**config.mk**
```make
export PLATFORM = sky130hd
export DESIGN_NAME = instr_encoder_loader
export DESIGN_NICKNAME = d
export VERILOG_FILES = /design/src/rtl/instr_encoder_loader.sv
export SDC_FILE = /design/constraint.sdc
export NUM_CORES = 1
export LEC_CHECK = 0
export BUFFER_PORTS_ARGS = -buffer_cell sky130_fd_sc_hd__buf_2
export CORE_MARGIN = 8
export CORE_UTILIZATION = 45
export CTS_CLUSTER_SIZE = 8
export DETAILED_ROUTE_END_ITERATION = 12
export HOLD_SLACK_MARGIN = 0.05
export PLACE_DENSITY_LB_ADDON = 0.12
export SLEW_MARGIN = 10
export SYNTH_ARGS = -nofsm -noshare
export SYNTH_HDL_FRONTEND = slang
export SYNTH_SLANG_ARGS = --single-unit
```
**constraint.sdc**
```tcl
create_clock -name clk -period 2.6 [get_ports clk]
set_clock_uncertainty 0.1 [all_clocks]
set_input_delay 0.13 -clock clk [delete_from_list [all_inputs] [get_ports clk]]
set_output_delay 0.13 -clock clk [all_outputs]
set_load 0.02 [all_outputs]
```
**src/rtl/instr_encoder_loader.sv**
```systemverilog
// Instruction encoder / loader.
// Accepts one decoded instruction beat at a time, packs it into a 32-bit RV32
// word and writes it to instruction memory at consecutive word addresses
// starting at BASE_ADDR. It stops when the program's last beat is written or
// the memory is full.
module instr_encoder_loader #(
  parameter logic [31:0] BASE_ADDR = 32'h0000_0000,
  parameter int unsigned MAX_WORDS = 256
) (
  input  logic        clk,
  input  logic        rst_n,
  input  logic        in_valid,
  output logic        in_ready,
  input  logic [2:0]  in_type,
  input  logic [4:0]  in_rd,
  input  logic [4:0]  in_rs1,
  input  logic [4:0]  in_rs2,
  input  logic [2:0]  in_funct3,
  input  logic [6:0]  in_funct7,
  input  logic [12:0] in_imm,
  input  logic        in_last,
  output logic        mem_we,
  output logic [31:0] mem_addr,
  output logic [31:0] mem_wdata,
  input  logic        mem_ack,
  input  logic        restart,
  output logic        done,
  output logic        err,
  output logic [15:0] count
);

  localparam logic [15:0] MAX_CNT = 16'(MAX_WORDS);

  typedef enum logic [1:0] {IDLE, WRITE, DONE} state_t;

  state_t      state, state_nx;
  logic        armed;     // low until the first edge after reset
  logic        last_q;    // in_last captured with the pending word
  logic        err_q;
  logic [15:0] count_q;
  logic [31:0] wdata_q;

  logic        accept;
  logic        legal;
  logic        ack_fire;
  logic [15:0] count_inc;
  logic        full;

  // Pack the instruction fields into the RV32 word for the given type.
  function automatic logic [31:0] encode(
    input logic [2:0]  typ,
    input logic [4:0]  rd,
    input logic [4:0]  rs1,
    input logic [4:0]  rs2,
    input logic [2:0]  f3,
    input logic [6:0]  f7,
    input logic [12:0] imm
  );
    logic [31:0] w;
    w = '0;
    case (typ)
      3'd0:    w = {imm[11:0], rs1, f3, rd, 7'b0000011};
      3'd1:    w = {imm[11:5], rs2, rs1, f3, imm[4:0], 7'b0100011};
      3'd2:    w = {f7, rs2, rs1, f3, rd, 7'b0110011};
      3'd3:    w = {imm[12], imm[10:5], rs2, rs1, f3, imm[4:1], imm[11], 7'b1100011};
      3'd4:    w = {imm[11:0], rs1, f3, rd, 7'b0010011};
      default: w = '0;
    endcase
    return w;
  endfunction

  assign legal     = (in_type <= 3'd4);
  assign in_ready  = armed && (state == IDLE) && !restart;
  assign accept    = in_valid && in_ready;
  assign ack_fire  = (state == WRITE) && mem_ack;
  assign count_inc = count_q + 16'd1;
  assign full      = (count_inc == MAX_CNT);

  assign mem_we    = (state == WRITE);
  assign mem_addr  = BASE_ADDR + {14'd0, count_q, 2'b00};
  assign mem_wdata = wdata_q;
  assign done      = (state == DONE);
  assign err       = err_q;
  assign count     = count_q;

  // State register.
  always_ff @(posedge clk or negedge rst_n) begin
    // NOTE: sequential state uses non-blocking assignments so every register
    // samples pre-edge values regardless of block ordering.
    if (!rst_n) state <= IDLE;
    else        state <= state_nx;
  end

  // Next-state logic; restart overrides everything.
  always_comb begin
    // NOTE: default first so no path leaves state_nx unassigned (no latch).
    state_nx = state;
    if (restart) begin
      state_nx = IDLE;
    end else begin
      case (state)
        IDLE:    if (accept && legal) state_nx = WRITE;
        WRITE:   if (mem_ack) state_nx = (last_q || full) ? DONE : IDLE;
        DONE:    state_nx = DONE;
        default: state_nx = IDLE;
      endcase
    end
  end

  // Datapath: captured word, word counter, sticky error and ready arming.
  always_ff @(posedge clk or negedge rst_n) begin
    // NOTE: the captured word is reset too, because mem_wdata must read 0
    // during reset; it is a single register, not a memory array.
    if (!rst_n) begin
      armed   <= 1'b0;
      last_q  <= 1'b0;
      err_q   <= 1'b0;
      count_q <= '0;
      wdata_q <= '0;
    end else begin
      armed <= 1'b1;
      if (restart) begin
        count_q <= '0;
        err_q   <= 1'b0;
      end else begin
        if (accept) begin
          if (legal) begin
            wdata_q <= encode(in_type, in_rd, in_rs1, in_rs2, in_funct3, in_funct7, in_imm);
            last_q  <= in_last;
          end else begin
            err_q <= 1'b1;
          end
        end
        if (ack_fire) begin
          count_q <= count_inc;
          // Memory filled before the program ended: overflow.
          if (full && !last_q) err_q <= 1'b1;
        end
      end
    end
  end

endmodule

```
==> flow_summary.html <==
<table>
<tr><th>Metric</th><th>Value</th></tr>
<tr><th colspan="2">Detailed routing</th></tr>
<tr><td>Via density per instance</td><td>5.10</td></tr>
<tr><td>Detailed-route DRC error count</td><td>0</td></tr>
<tr><td>Total detailed-routing wirelength</td><td>8060 um</td></tr>
<tr><td>Number of routed nets with antenna violations</td><td>0</td></tr>
<tr><td>Per-cell routed wire length</td><td>15.2 um</td></tr>
<tr><td>Total iterations of the first detailed-routing run</td><td>4</td></tr>
<tr><td>Total number of vias</td><td>2708</td></tr>
<tr><td>Initial detailed-routing violation count</td><td>72</td></tr>
<tr><th colspan="2">Power</th></tr>
<tr><td>Total power density per cell area</td><td>505 nW/um2</td></tr>
<tr><td>Leakage power summed over all cells</td><td>1.90 nW</td></tr>
<tr><td>Worst vdd rail ir drop</td><td>307 uV</td></tr>
<tr><th colspan="2">Global routing</th></tr>
<tr><td>Global route total overflow</td><td>0</td></tr>
<tr><td>Overall track demand over capacity in global routing</td><td>16.9%</td></tr>
<tr><td>Wire length of the first global-routing pass</td><td>13600 um</td></tr>
<tr><td>Number of global-route vias before repair</td><td>2790</td></tr>
<tr><td>Largest net degree at the start of global routing</td><td>27</td></tr>
<tr><td>Initial antenna violation count</td><td>1</td></tr>
<tr><th colspan="2">Synth</th></tr>
<tr><td>Syn Inst Count</td><td>329</td></tr>
<tr><td>Count of flip-flops with a built-in enable after synthesis</td><td>0</td></tr>
<tr><td>Top cells by area in the synthesized netlist</td><td>sky130_fd_sc_hd__dfrtp_1 42%, sky130_fd_sc_hd__buf_4 9.7%, sky130_fd_sc_hd__nor2_1 6.4%, sky130_fd_sc_hd__nand2_1 5.2%, sky130_fd_sc_hd__xor2_1 3.3%</td></tr>
<tr><td>Synth Warn #</td><td>0</td></tr>
<tr><td>Netlist cell types</td><td>55</td></tr>
<tr><td>Mean instance size in the synthesized netlist</td><td>8.95 um2</td></tr>
<tr><td>Dominant cell type by area after synthesis</td><td>sky130_fd_sc_hd__dfrtp_1</td></tr>
<tr><td>Most used standard cells in the synthesized netlist</td><td>50 x sky130_fd_sc_hd__dfrtp_1, 50 x sky130_fd_sc_hd__nor2_1, 41 x sky130_fd_sc_hd__nand2_1</td></tr>
<tr><td>Async SR Flop Fraction</td><td>100%</td></tr>
<tr><td>Count of state elements after synthesis</td><td>50</td></tr>
<tr><td>Post-synth top flop</td><td>sky130_fd_sc_hd__dfrtp_1</td></tr>
<tr><td>Synth Cell Area</td><td>2940 um2</td></tr>
<tr><td>Part of the Yosys area used for sequential elements</td><td>42.5%</td></tr>
<tr><td>Area fraction of the dominant cell type after synthesis</td><td>42.5%</td></tr>
<tr><th colspan="2">STA</th></tr>
<tr><td>Setup total negative slack</td><td>0 ns</td></tr>
<tr><td>Normalized max-slew margin</td><td>53.3%</td></tr>
<tr><td>Part of the cycle the worst path needs</td><td>93.5%</td></tr>
<tr><td>Setup-failing EPs final</td><td>0</td></tr>
<tr><td>Final number of hold-violating endpoints</td><td>0</td></tr>
<tr><td>WHS</td><td>0.0697 ns</td></tr>
<tr><td>Fmax</td><td>412 MHz</td></tr>
<tr><td>Crit path time final</td><td>2.43 ns</td></tr>
<tr><td>Unrepaired setup endpoints after global routing</td><td>no</td></tr>
<tr><td>Number of max-slew violations in the final report</td><td>0</td></tr>
<tr><td>Tightest Pin Transition</td><td>0.699 ns</td></tr>
<tr><th colspan="2">Clocking</th></tr>
<tr><td>Clock Tree Buf Depth</td><td>2</td></tr>
<tr><td>Total number of clock tree sinks</td><td>50</td></tr>
<tr><td>Clock transition at the registers of the reported paths</td><td>0.10 ns</td></tr>
<tr><td>Clock latency on the worst-skew pair</td><td>0.31 ns</td></tr>
<tr><td>Clock tree root driver cell</td><td>sky130_fd_sc_hd__clkbuf_8</td></tr>
<tr><td># H-tree levels</td><td>2</td></tr>
<tr><td>Clock tree from TritonCTS</td><td>built</td></tr>
<tr><td>Total clock buffers created by CTS</td><td>5</td></tr>
<tr><th colspan="2">Worst setup path</th></tr>
<tr><td>Top fanout value on the critical path</td><td>12</td></tr>
<tr><td>Kind of cell adding the most delay to the critical path</td><td>buffers and inverters</td></tr>
<tr><td>Crit path DAT</td><td>2.54 ns</td></tr>
<tr><td>Required time of the critical path</td><td>2.71 ns</td></tr>
<tr><td>Worst Path Buf+Inv</td><td>2</td></tr>
<tr><td>Type of element capturing the critical path</td><td>flop</td></tr>
<tr><td>Slowest Stage Delay on Critical Path</td><td>0.59 ns</td></tr>
<tr><td>Ordered list of cells on the worst path</td><td>nor4b_2, and2_1, buf_4, nand2_2, a221oi_1, dlygate4sd3_1, nor2_1</td></tr>
<tr><td>Launching element type of the critical path</td><td>flop</td></tr>
<tr><td>CP Class</td><td>flop to flop</td></tr>
<tr><td>Slowest cell on the critical path</td><td>sky130_fd_sc_hd__dlygate4sd3_1</td></tr>
<tr><th colspan="2">Finish</th></tr>
<tr><td>Area added between synthesis and finish</td><td>29.2%</td></tr>
<tr><td>Number of nets at the end of the flow</td><td>502</td></tr>
<tr><td>Final antenna diode count</td><td>0</td></tr>
<tr><td>Util after Layout</td><td>59.9%</td></tr>
<tr><td>Ratio of cells with drive above 1 in the final layout</td><td>30.4%</td></tr>
<tr><th colspan="2">Floorplan</th></tr>
<tr><td>Die X-Extent</td><td>96.9 um</td></tr>
<tr><td>Overall die area</td><td>9390 um2</td></tr>
<tr><td>Std cell rows</td><td>29</td></tr>
<tr><td>Initial cell density of the core</td><td>46.4%</td></tr>
<tr><td>Core Region</td><td>6350 um2</td></tr>
<tr><td>Vertical die dimension</td><td>96.9 um</td></tr>
<tr><td>Count of pins on the block boundary</td><td>131</td></tr>
<tr><th colspan="2">Outcome</th></tr>
<tr><td>Run status</td><td>complete, no violations</td></tr>
<tr><th colspan="2">Min path</th></tr>
<tr><td>Path class of the lowest-slack min-delay path</td><td>input pin to flop</td></tr>
<tr><th colspan="2">Flow run</th></tr>
<tr><td>Max-capacitance violation count</td><td>0</td></tr>
<tr><th colspan="2">Placed design</th></tr>
<tr><td>Weighted congestion reported at the end of routability-driven placement</td><td>0.784</td></tr>
<tr><td>Detailed-placement wirelength estimate</td><td>5860 um</td></tr>
<tr><td>Number of input and output port buffers inserted</td><td>112</td></tr>
</table>
==> cells in the final DEF (no fill, tap or decap), types with 2 or more instances in the layout <==
cell type	netlist	final
sky130_fd_sc_hd__a22o_1	2	2
sky130_fd_sc_hd__o21ai_0	4	4
sky130_fd_sc_hd__a21oi_1	13	13
sky130_fd_sc_hd__nand2_1	41	40
sky130_fd_sc_hd__inv_1	3	3
sky130_fd_sc_hd__or2_2	2	2
sky130_fd_sc_hd__and3_1	2	2
sky130_fd_sc_hd__nand2b_1	3	3
sky130_fd_sc_hd__nor2b_1	5	5
sky130_fd_sc_hd__o22ai_1	5	5
sky130_fd_sc_hd__buf_4	38	6
sky130_fd_sc_hd__o21a_1	2	2
sky130_fd_sc_hd__clkbuf_8	0	6
sky130_fd_sc_hd__nand3_1	10	10
sky130_fd_sc_hd__nor2_1	50	50
sky130_fd_sc_hd__a221oi_1	10	10
sky130_fd_sc_hd__nand4b_1	2	2
sky130_fd_sc_hd__a211o_1	3	3
sky130_fd_sc_hd__nor3b_1	2	2
sky130_fd_sc_hd__and2_1	2	2
sky130_fd_sc_hd__xnor2_1	6	6
sky130_fd_sc_hd__nor3_1	2	2
sky130_fd_sc_hd__nand3b_1	2	2
sky130_fd_sc_hd__conb_1	2	19
sky130_fd_sc_hd__a211oi_1	2	2
sky130_fd_sc_hd__and4_1	3	3
sky130_fd_sc_hd__buf_2	8	112
sky130_fd_sc_hd__a31oi_1	2	2
sky130_fd_sc_hd__nand4_1	10	10
sky130_fd_sc_hd__dfrtp_1	50	50
sky130_fd_sc_hd__dlygate4sd3_1	0	37
sky130_fd_sc_hd__ha_1	2	2
sky130_fd_sc_hd__xor2_1	11	11
==> through the flow <==
| step | cells | power [mW] | cell area, um2 | worst slack, ns |
|---|---|---|---|---|
| final | 531 | 1.92 | 3800 | 0.170 |
| after global routing | 531 | 2.02 | 3800 | 0.0142 |
| after CTS | 531 | 1.94 | 3800 | 0.0482 |
| after detailed placement | 486 | 1.42 | 3340 | 0.322 |
| after global placement | 486 | 1.41 | 3340 | 0.399 |
| after floorplan | 346 | 1.24 | 3010 | 0.354 |
==> logic make-up (layout without fill, tap and decap cells) <==
group           count (synthesis)  in the layout  synth area share [%]
flops                          50             50                  42.5
other cells                     2             19                 0.255
buf+inv                        58            166                  13.1
compound gates                 56             56                  14.2
simple gates                  143            143                  23.7
xor+xnor                       17             17                  5.06
fa+ha+maj                       2              2                 0.850
mux                             1              1                 0.340
==> where the power goes <==
group / total [mW] / internal, mW / switching, mW / leakage, nW
clock network: 0.484 / 0.214 / 0.269 / 0.0472
logic: 0.508 / 0.193 / 0.315 / 1.23
registers: 0.931 / 0.876 / 0.0546 / 0.627
==> path summary, 6_finish.rpt <==
path                       cells past startpoint                       from  slack [ns]                   endpoint
setup / recovery                               7       state[0]$_DFFE_PN0P_        0.17  mem_wdata[28]$_DFFE_PN0P_
hold / removal                                 3                  in_imm[0]        0.07  mem_wdata[20]$_DFFE_PN0P_
setup reg to reg                               7       state[0]$_DFFE_PN0P_        0.17  mem_wdata[28]$_DFFE_PN0P_
hold reg to reg                                2  mem_wdata[16]$_DFFE_PN0P_        0.38  mem_wdata[16]$_DFFE_PN0P_
max in group asynchronous                      3                      rst_n        1.56  mem_wdata[11]$_DFFE_PN0P_
min in group asynchronous                      2                      rst_n        0.22      count[12]$_DFFE_PN0P_
==> flip-flops by register name (all words and copies together), names as in the netlist <==
register   flops
err            1
mem_wdata     29
last_q         1
count         16
armed          1
state          2
==> per-layer routing <==
metal,part of all wire [%],up-vias,global-route usage [%]
met4,1.4,2,4.14
met3,9.1,12,6.90
met1,40,1262,18.9
met2,49,103,29.2
li1,-,1329,-
met5,0.16,-,0
==> worst reg2reg max path: cells and delay by family, from the launching register on <==
family,cells,cell delay [ns]
AOI/OAI and AO/OA,1,0.31
buffers and inverters,2,0.75
DFF,1,0.43
and+or+nand+nor,4,0.73
==> area by class of cell <==
type / count / area [um2]
Inverter: 3 / 11.3
Timing Repair Buffer: 155 / 976
Fill cell: 598 / 2550
Multi-Input combinational cell: 238 / 1370
Clock buffer: 6 / 82.6
Clock inverter: 2 / 12.5
Tap cell: 77 / 96.3
Sequential cell: 50 / 1250
==> what timing repair did <==
| item | 4_1_cts | 5_1_grt |
|---|---|---|
| resized for setup | 0 | 1 |
| endpoints found under the setup margin | 0 | 9 |
| hold buffers | 37 | 0 |
| setup buffers | 0 | 0 |
| endpoints found under the hold margin | 48 | 0 |
Note: power is estimated with default switching activity, not from simulation.
